==> config.mk <==
export PLATFORM = sky130hd
export DESIGN_NAME = mul_div_unit_flat
export DESIGN_NICKNAME = d
export VERILOG_FILES = /design/src/rtl/mul_div_unit_if.sv /design/src/rtl/mul_div_unit.sv /design/src/flat_wrapper.sv
export SDC_FILE = /design/constraint.sdc
export NUM_CORES = 2
export LEC_CHECK = 0
export CORE_UTILIZATION = 59
export DETAILED_ROUTE_END_ITERATION = 8
export PLACE_DENSITY = 0.9
export SLEW_MARGIN = 20
export SYNTH_ARGS = -nofsm -noshare
export SYNTH_HDL_FRONTEND = slang
export SYNTH_SLANG_ARGS = --single-unit
==> constraint.sdc <==
create_clock -name clk -period 8.2 [get_ports clk]
set_input_delay 1.23 -clock clk [delete_from_list [all_inputs] [get_ports clk]]
set_output_delay 1.23 -clock clk [all_outputs]
set_load 0.01 [all_outputs]
==> src/rtl/mul_div_unit_if.sv <==
// EX <-> mul/div unit handshake bundle: operand request side and {HI,LO} result side.
interface mul_div_unit_if;
  logic        in_valid;
  logic        in_ready;
  logic [1:0]  op;
  logic [31:0] src_a;
  logic [31:0] src_b;
  logic        flush;
  logic        out_valid;
  logic        out_ready;
  logic [31:0] out_hi;
  logic [31:0] out_lo;
  logic        busy;

  modport master (
    output in_valid, op, src_a, src_b, flush, out_ready,
    input  in_ready, out_valid, out_hi, out_lo, busy
  );

  modport slave (
    input  in_valid, op, src_a, src_b, flush, out_ready,
    output in_ready, out_valid, out_hi, out_lo, busy
  );
endinterface

==> src/rtl/mul_div_unit.sv <==
// Multi-cycle MIPS32 MULT/MULTU/DIV/DIVU unit producing {HI,LO}; pipelined multiply, radix-2 restoring divide.
// Build option MDU_DIV_EARLY_EN: finish divides with |divisor| > |dividend| in one edge.
module mul_div_unit #(
  parameter int unsigned MUL_LAT = 2
) (
  input  logic          clk,
  input  logic          reset,
  mul_div_unit_if.slave bus
);

  localparam logic [2:0] S_IDLE = 3'd0;
  localparam logic [2:0] S_MUL  = 3'd1;
  localparam logic [2:0] S_DIV  = 3'd2;
  localparam logic [2:0] S_SIGN = 3'd3;
  localparam logic [2:0] S_DONE = 3'd4;

  localparam int unsigned MUL_STG  = (MUL_LAT > 1) ? MUL_LAT - 1 : 1;
  localparam logic [4:0]  MUL_LAST = 5'(MUL_LAT - 1);

  logic [2:0]  state;
  logic [2:0]  next_state;
  logic        accept;

  logic        op_signed;
  logic        neg_q;
  logic        neg_r;
  logic [31:0] a_raw;
  logic [31:0] b_raw;
  logic [31:0] quo;
  logic [31:0] dvs;
  logic [32:0] rem;
  logic [4:0]  cnt;
  logic [63:0] mul_stage [MUL_STG];

  logic        in_signed;
  logic [31:0] abs_a;
  logic [31:0] abs_b;
  logic [63:0] product;
  logic [63:0] mul_last;
  logic [33:0] shifted;
  logic [33:0] trial;
  logic        q_bit;
  logic [32:0] rem_next;
  logic        div_zero;
  logic        early_hit;

  assign accept    = bus.in_valid && bus.in_ready && !bus.flush;
  assign in_signed = ~bus.op[0];
  assign abs_a     = (in_signed && bus.src_a[31]) ? -bus.src_a : bus.src_a;
  assign abs_b     = (in_signed && bus.src_b[31]) ? -bus.src_b : bus.src_b;

  // Low 64 bits of the 33x33 extended product equal a 64x64 multiply of the extended operands.
  assign product  = {{32{op_signed & a_raw[31]}}, a_raw} * {{32{op_signed & b_raw[31]}}, b_raw};
  assign mul_last = (MUL_LAT == 1) ? product : mul_stage[MUL_STG-1];

  assign shifted  = {rem, quo[31]};
  assign trial    = shifted - {2'b00, dvs};
  assign q_bit    = ~trial[33];
  assign rem_next = q_bit ? trial[32:0] : shifted[32:0];
  assign div_zero = (dvs == '0);

`ifdef MDU_DIV_EARLY_EN
  assign early_hit = (dvs > quo);
`else
  assign early_hit = 1'b0;
`endif

  always_comb begin
    next_state = state;
    if (bus.flush && state != S_IDLE) begin
      next_state = S_IDLE;
    end else begin
      case (state)
        S_IDLE: if (accept) next_state = bus.op[1] ? S_DIV : S_MUL;
        S_MUL:  if (cnt == MUL_LAST) next_state = S_DONE;
        S_DIV: begin
          if (cnt == '0 && (div_zero || early_hit)) next_state = S_DONE;
          else if (cnt == 5'd31)                     next_state = S_SIGN;
        end
        S_SIGN: next_state = S_DONE;
        S_DONE: if (bus.out_ready) next_state = S_IDLE;
        default: next_state = S_IDLE;
      endcase
    end
  end

  always_ff @(posedge clk) begin
    if (!reset) begin
      state         <= S_IDLE;
      bus.in_ready  <= 1'b1;
      bus.busy      <= 1'b0;
      bus.out_valid <= 1'b0;
    end else begin
      state         <= next_state;
      bus.in_ready  <= (next_state == S_IDLE);
      bus.busy      <= (next_state != S_IDLE);
      bus.out_valid <= (next_state == S_DONE);
    end
  end

  always_ff @(posedge clk) begin
    if (!reset) begin
      bus.out_hi <= '0;
      bus.out_lo <= '0;
      op_signed  <= 1'b0;
      neg_q      <= 1'b0;
      neg_r      <= 1'b0;
      a_raw      <= '0;
      b_raw      <= '0;
      quo        <= '0;
      dvs        <= '0;
      rem        <= '0;
      cnt        <= '0;
      for (int unsigned i = 0; i < MUL_STG; i++) mul_stage[i] <= '0;
    end else if (!bus.flush) begin
      case (state)
        S_IDLE: begin
          if (accept) begin
            a_raw     <= bus.src_a;
            b_raw     <= bus.src_b;
            op_signed <= in_signed;
            neg_q     <= in_signed & (bus.src_a[31] ^ bus.src_b[31]);
            neg_r     <= in_signed & bus.src_a[31];
            quo       <= abs_a;
            dvs       <= abs_b;
            rem       <= '0;
            cnt       <= '0;
          end
        end
        S_MUL: begin
          mul_stage[0] <= product;
          for (int unsigned i = 1; i < MUL_STG; i++) mul_stage[i] <= mul_stage[i-1];
          cnt <= cnt + 5'd1;
          if (cnt == MUL_LAST) {bus.out_hi, bus.out_lo} <= mul_last;
        end
        S_DIV: begin
          if (cnt == '0 && div_zero) begin
            bus.out_lo <= '1;
            bus.out_hi <= a_raw;
          end else if (cnt == '0 && early_hit) begin
            bus.out_lo <= '0;
            bus.out_hi <= a_raw;
          end else begin
            rem <= rem_next;
            quo <= {quo[30:0], q_bit};
            cnt <= cnt + 5'd1;
          end
        end
        S_SIGN: begin
          bus.out_lo <= neg_q ? -quo : quo;
          bus.out_hi <= neg_r ? -rem[31:0] : rem[31:0];
        end
        default: ;
      endcase
    end
  end

endmodule

==> src/flat_wrapper.sv <==
// flat-port wrapper written by rule: the top's interface ports become plain ports
module mul_div_unit_flat 
#(
  parameter int unsigned MUL_LAT = 2
)
  (clk, reset, bus_in_valid, bus_op, bus_src_a, bus_src_b, bus_flush, bus_out_ready, bus_in_ready, bus_out_valid, bus_out_hi, bus_out_lo, bus_busy);
  mul_div_unit_if bus_i ();
  input  logic clk;
  input  logic reset;
  input wire logic [$bits(bus_i.in_valid)-1:0] bus_in_valid;
  input wire logic [$bits(bus_i.op)-1:0] bus_op;
  input wire logic [$bits(bus_i.src_a)-1:0] bus_src_a;
  input wire logic [$bits(bus_i.src_b)-1:0] bus_src_b;
  input wire logic [$bits(bus_i.flush)-1:0] bus_flush;
  input wire logic [$bits(bus_i.out_ready)-1:0] bus_out_ready;
  output wire logic [$bits(bus_i.in_ready)-1:0] bus_in_ready;
  output wire logic [$bits(bus_i.out_valid)-1:0] bus_out_valid;
  output wire logic [$bits(bus_i.out_hi)-1:0] bus_out_hi;
  output wire logic [$bits(bus_i.out_lo)-1:0] bus_out_lo;
  output wire logic [$bits(bus_i.busy)-1:0] bus_busy;
  assign bus_i.in_valid = bus_in_valid;
  assign bus_i.op = bus_op;
  assign bus_i.src_a = bus_src_a;
  assign bus_i.src_b = bus_src_b;
  assign bus_i.flush = bus_flush;
  assign bus_i.out_ready = bus_out_ready;
  assign bus_in_ready = bus_i.in_ready;
  assign bus_out_valid = bus_i.out_valid;
  assign bus_out_hi = bus_i.out_hi;
  assign bus_out_lo = bus_i.out_lo;
  assign bus_busy = bus_i.busy;
  mul_div_unit #(.MUL_LAT(MUL_LAT)) u_core (.clk(clk), .reset(reset), .bus(bus_i));
endmodule
# Word level (Yosys, flattened, before mapping)
# Memories as Yosys holds them, arrays and structs flattened.
# Index checks and enable logic that the tools add are counted.
# word_totals
wordCells	98
regBits	239
inputBits	71
memories	1
ram_bits	64
# classes
n_bitwise	8
addsub	6
n_mux	35
n_reduce_logical	21
multipliers	1
eq_ne	11
# mem_list
name	words	word_bits	rd	rd_ports_with_merged_regs	write_ports	line_no	text
u_core.mul_stage	1	64	1	0	1	mul_div_unit.sv:33	logic [63:0] mul_stage [MUL_STG];
# op_table
cell	count
32-bit two-way mux	10
32-bit one-hot mux with 3 select lines	2
32-bit negation	4
33-bit two-way mux	3
33-bit one-hot mux with 2 select lines	1
33-bit by 33-bit multiplier with 64-bit output	1
64-bit two-way mux	1
32-bit one-hot mux with 2 select lines	1
64-bit OR reduction	1
34-bit by 32-bit subtractor with 34-bit output	1
32-bit logical NOT	1
3-bit two-way mux	6
3-bit one-hot mux with 5 select lines	1
5-bit one-hot mux with 3 select lines	1
4-bit AND reduction	3
3-bit nonzero test	4
5-bit two-way mux	2
3-bit by 2-bit equality test with 1-bit output (second input constant)	2
3-bit equality test (second input constant)	2
1-bit logical AND	6
3-bit logical NOT	2
1-bit two-way mux	6
2-bit by 1-bit != test with 1-bit output (second input constant)	3
5-bit by 1-bit adder with 5-bit output (second input constant)	1
12 further kinds	17

# Longest topological paths before layout
# depth
ltp_word	7
mapped_depth	30

# Worst setup path after synthesis
# OpenSTA, ideal clock, no wires.
# synth_timing
path_type	register to register
startpoint	reg u_core.a_raw[31]
endpoint	mem u_core.mul_stage[0][61] (data pin)
period_less_slack_ps	8510
t_required_ps	7934
path_stages_with_launch	31
setup_ps	266
slack_ps	-310
t_arrival_ps	8244
cell_sequence	dfxtp_1 > and2_0 > clkbuf_1 > nand2_1 > inv_1 > fa_1 > inv_1 > fa_1 > inv_1 > fa_1 > inv_1 > fa_1 > inv_1 > fa_1 > fa_1 > inv_1 > fa_1 > fa_1 > inv_1 > ha_1 > clkbuf_1 > a21oi_1 > nand3b_1 > a2111o_1 > o221a_2 > a2111o_1 > a31o_2 > a21oi_1 > a221oi_1 > xnor2_1 > nor2_1
# synth_via
elab_chain_len	3
# synth_rtl
element	line_no	text
from (decl)	mul_div_unit.sv:27	logic [31:0] a_raw;
from (signal assigned)	mul_div_unit.sv:119	a_raw <= bus.src_a;
1-bit bitwise AND	mul_div_unit.sv:53	assign product = {{32{op_signed & a_raw[31]}}, a_raw} * {{32{op_signed & b_raw[31]}}, b_raw};
33-bit by 33-bit multiplier with 64-bit output *	mul_div_unit.sv:53	
64-bit two-way mux (no line) *	-	
to (decl)	mul_div_unit.sv:33	
# Every way passes the cells marked *; elsewhere a longest branch is shown, timed or not.

# Worst setup path in the final report
# layout_timing
startpoint	reg u_core.b_raw[5]
endpoint	mem u_core.mul_stage[0][61] (data pin)
# layout_via
elab_chain_len	2
# layout_rtl
element	line_no	text
from (decl)	mul_div_unit.sv:28	logic [31:0] b_raw;
from (signal assigned)	mul_div_unit.sv:120	b_raw <= bus.src_b;
33-bit by 33-bit multiplier with 64-bit output	mul_div_unit.sv:53	
64-bit two-way mux (no line)	-	
# Every way passes these cells.

==> impl_metrics.ini <==
[drt]
amount_of_wire_on_met3_after_detailed_routing_um = 22800
detail_route.vias_per_cell = 6.02
wire_per_inst_um = 22.4
wl_um = 166000
dr_wl_met2_um = 74200
drt_pass1_iterations = 6
num_vias = 44600
drt_drc_violations_left = 0
met1Wirelength_um = 58700
top_layer_used = met4
drtIter0Drc = 4595
remaining_number_of_nets_flagged_by_the_antenna_check_after_routing = 0

[global_routing]
grt_pass1_vias = 47600
grt_pass1_wl_um = 259000
number_of_antenna_violations_at_the_first_check_in_global_routing = 10
grt_overflow = 0
grtUsageTotal = 0.358
grt_start_max_net_pins = 102

[critical_path]
kind_of_critical_path = flip-flop to flip-flop
r2r_end = u_core.mul_stage[0][61]
critPathLaunchType = flip-flop
rr_worst_depth = 25
worst-r2r-setup-slack_ns = 0.09
required_ns = 8.54
regToRegStartpoint = u_core.b_raw[5]
worst-endpoint-arrival_ns = 8.46
crit_path_end_kind = flip-flop
crit_fanout = 6

[sta]
final_period_minus_worst_setup_slack_ns = 8.11
finalCritPeriodShare = 0.990
layout_setup_ws_ns = 0.0850
fin_worst_hold_slack_ns = 0.498
aggregate_negative_setup_slack_ns = 0
timing.final.hold_violations = 0
tightestPinTransition_ns = 1.09
timing.final.setup_violations = 0
grt_setup_unrepaired = yes
fin_skew_ns = 0.0173
fmaxAchievable_mhz = 123
max-slew-margin-rel = 0.268
final_max_slew_viol_count = 0

[clocking]
tritoncts = yes
cts_num_sinks = 302
ctsRootBufferMaster = clkbuf_16
cts_buffers = 31
clock_tree.buffer_depth = 3
ctsHtreeMaxLevel = 1
clock_latency_of_the_later_clocked_register_in_the_worst_skew_pair_ns = 0.61
cts-hold-fix-buffers = 0
clk_pin_slew_worst_paths_ns = 0.07

[min_path]
min_path_cells = 1
worst_hold_path_type = flip-flop to flip-flop
capture_endpoint_of_the_worst_hold_path = u_core.bus.out_hi[5]
min_from = u_core.bus.out_hi[5]

[floorplanning]
fp.dieW_um = 305
fp.coreArea_um2 = 90600
initial_core_util = 0.600
io-pin-count = 138
dieArea_um2 = 93300
die-height_um = 305
cell_row_count = 110

[final_layout]
final_design_area_no_fill_um2 = 59600
most-common-layout-cells = 1,141 x inv_1, 1,119 x fa_1, 1,006 x nand2_1
area_added_between_synthesis_and_finish_pct = 9.80
drive_above_1_share = 0.0715
mostFrequentLayoutCell = inv_1
layout.nets = 7648

[synth]
synth_nets = 7591
synth_top_area_share = 0.415
seq_area_frac_synth = 0.123
synth.ff_latch_count = 302
yosys-top-cells-area = fa_1 42%, dfxtp_1 8.8%, inv_1 7.9%, nand2_1 7.0%, ha_1 5.8%
yosys_warnings = 0
synth_area_per_cell_um2 = 8.84
synthCells = 6142
synth_enable_flop_cells = 64
yosysUniqueCellTypes = 77
ys_dominant_reg_cell = dfxtp_1
postSynth.asyncResetShare = 0
synth.largest_area_cell = fa_1
post_synth_instance_area_um2 = 54300

[job]
timing.max_cap.violations = 0

[power]
irDropWorstVdd_mv = 0.184
power.density_nw_per_um2 = 82.2
power.static_leakage_uw = 0.0282

[placed_design]
post-dp-hpwl_um = 131000
place_area_um2 = 58200
finalWeightedCongestion = 1.01
place_ws_ns = -0.193
io_buffer_count = 137

[status]
outcome = finished, final reports clean
[through the flow]
stage	util	power [uW]	std cells
after floorplan	-	2760	6142
after global placement	0.643	3360	7325
after detailed placement	0.643	3430	7325
after CTS	0.654	4820	7385
after global routing	0.658	5100	7406
final	0.658	4900	7407
[where the power goes]
part,internal [uW],leakage (uW),switching [uW]
Sequential,1590,0.00261,105
Clock,745,0.000487,661
Combinational,681,0.0251,1120
Total,3020,0.0282,1890
[critical path, stage by stage, from the launching register on]
cell        delay, ns
dfxtp_1          0.58
and3_1           0.28
fa_2             0.50
fa_2             0.46
fa_2             0.59
clkinvlp_4       0.19
buf_4            0.19
fa_1             0.48
inv_1            0.06
fa_1             0.59
fa_1             0.45
fa_1             0.50
inv_1            0.05
fa_1             0.51
inv_1            0.09
ha_4             0.22
a21oi_1          0.20
o21ai_0          0.21
a22o_1           0.29
o221a_2          0.26
a2111o_1         0.40
a31o_2           0.26
a21oi_2          0.13
a221oi_1         0.10
xnor2_1          0.19
nor2_1           0.05
[sequential cells by signal (all words and copies together), names as in the netlist, 3 cells and up]
signal             flops
u_core.dvs            31
u_core.mul_stage      64
u_core.b_raw          32
u_core.a_raw          32
u_core.bus.out_lo     32
u_core.bus.out_hi     32
u_core.state           3
u_core.quo            32
u_core.rem            33
u_core.cnt             5
[layer usage]
| layer | GRT usage | vias up |
|---|---|---|
| met4 | 0.193 | 0 |
| met1 | 0.450 | 22000 |
| met2 | 0.556 | 3064 |
| met5 | 0 | - |
| met3 | 0.108 | 675 |
| li1 | - | 18800 |
[worst max path at each step]
stage | from | endpoint | slack (ns)
finish | u_core.b_raw[5] | u_core.mul_stage[0][61] | 0.09
global route | u_core.a_raw[31] | u_core.mul_stage[0][61] | -0.15
CTS | u_core.op_signed | u_core.mul_stage[0][61] | 0.001
detailed placement | u_core.a_raw[29] | u_core.mul_stage[0][61] | -0.19
global placement | u_core.a_raw[29] | u_core.mul_stage[0][61] | 0.02
floorplan | u_core.a_raw[31] | u_core.mul_stage[0][61] | 0.004
[Yosys cell counts (35+ instances only)]
cell      instances
edfxtp_1         64
a21boi_0         67
inv_1          1147
dfxtp_1         238
and2_1          365
a21oi_1         226
and3_1           35
nand2_1        1009
a21o_1           45
nor2_1          227
nor2b_1          45
clkbuf_1        362
fa_1           1126
mux2i_1          37
a211oi_1         49
o21ai_0         177
xor2_1          116
ha_1            252
o211a_1          50
xnor2_1          99
[logic make-up (layout without fill, tap and decap cells)]
logic type | Yosys count | count (layout) | synth area share
compound gates | 793 | 793 | 0.0952
xor+xnor | 215 | 215 | 0.0347
fa+ha+maj | 1378 | 1378 | 0.473
buf+inv | 1532 | 1613 | 0.106
flops | 302 | 302 | 0.123
mux | 39 | 39 | 0.00723
other cells | 0 | 8 | 0
simple gates | 1883 | 1883 | 0.160
[final cells by class]
| type | instances | area [um^2] |
|---|---|---|
| Multi-Input combinational cell | 4308 | 42100 |
| Fill cell | 6573 | 30900 |
| Sequential cell | 302 | 6730 |
| Inverter | 1147 | 4310 |
| Timing Repair Buffer | 409 | 4030 |
| Tap cell | 1176 | 1470 |
| Clock buffer | 41 | 863 |
| Clock inverter | 16 | 109 |
| Antenna cell | 8 | 20.0 |
[timing repair]
item / 4_1_cts / 5_1_grt
gates cloned: 1 / 1
pin swaps: 4 / 23
setup endpoints to repair: 8 / 25
resized for setup: 14 / 68
setup buffers: 2 / 12
Note: power is estimated with default switching activity, not from simulation.
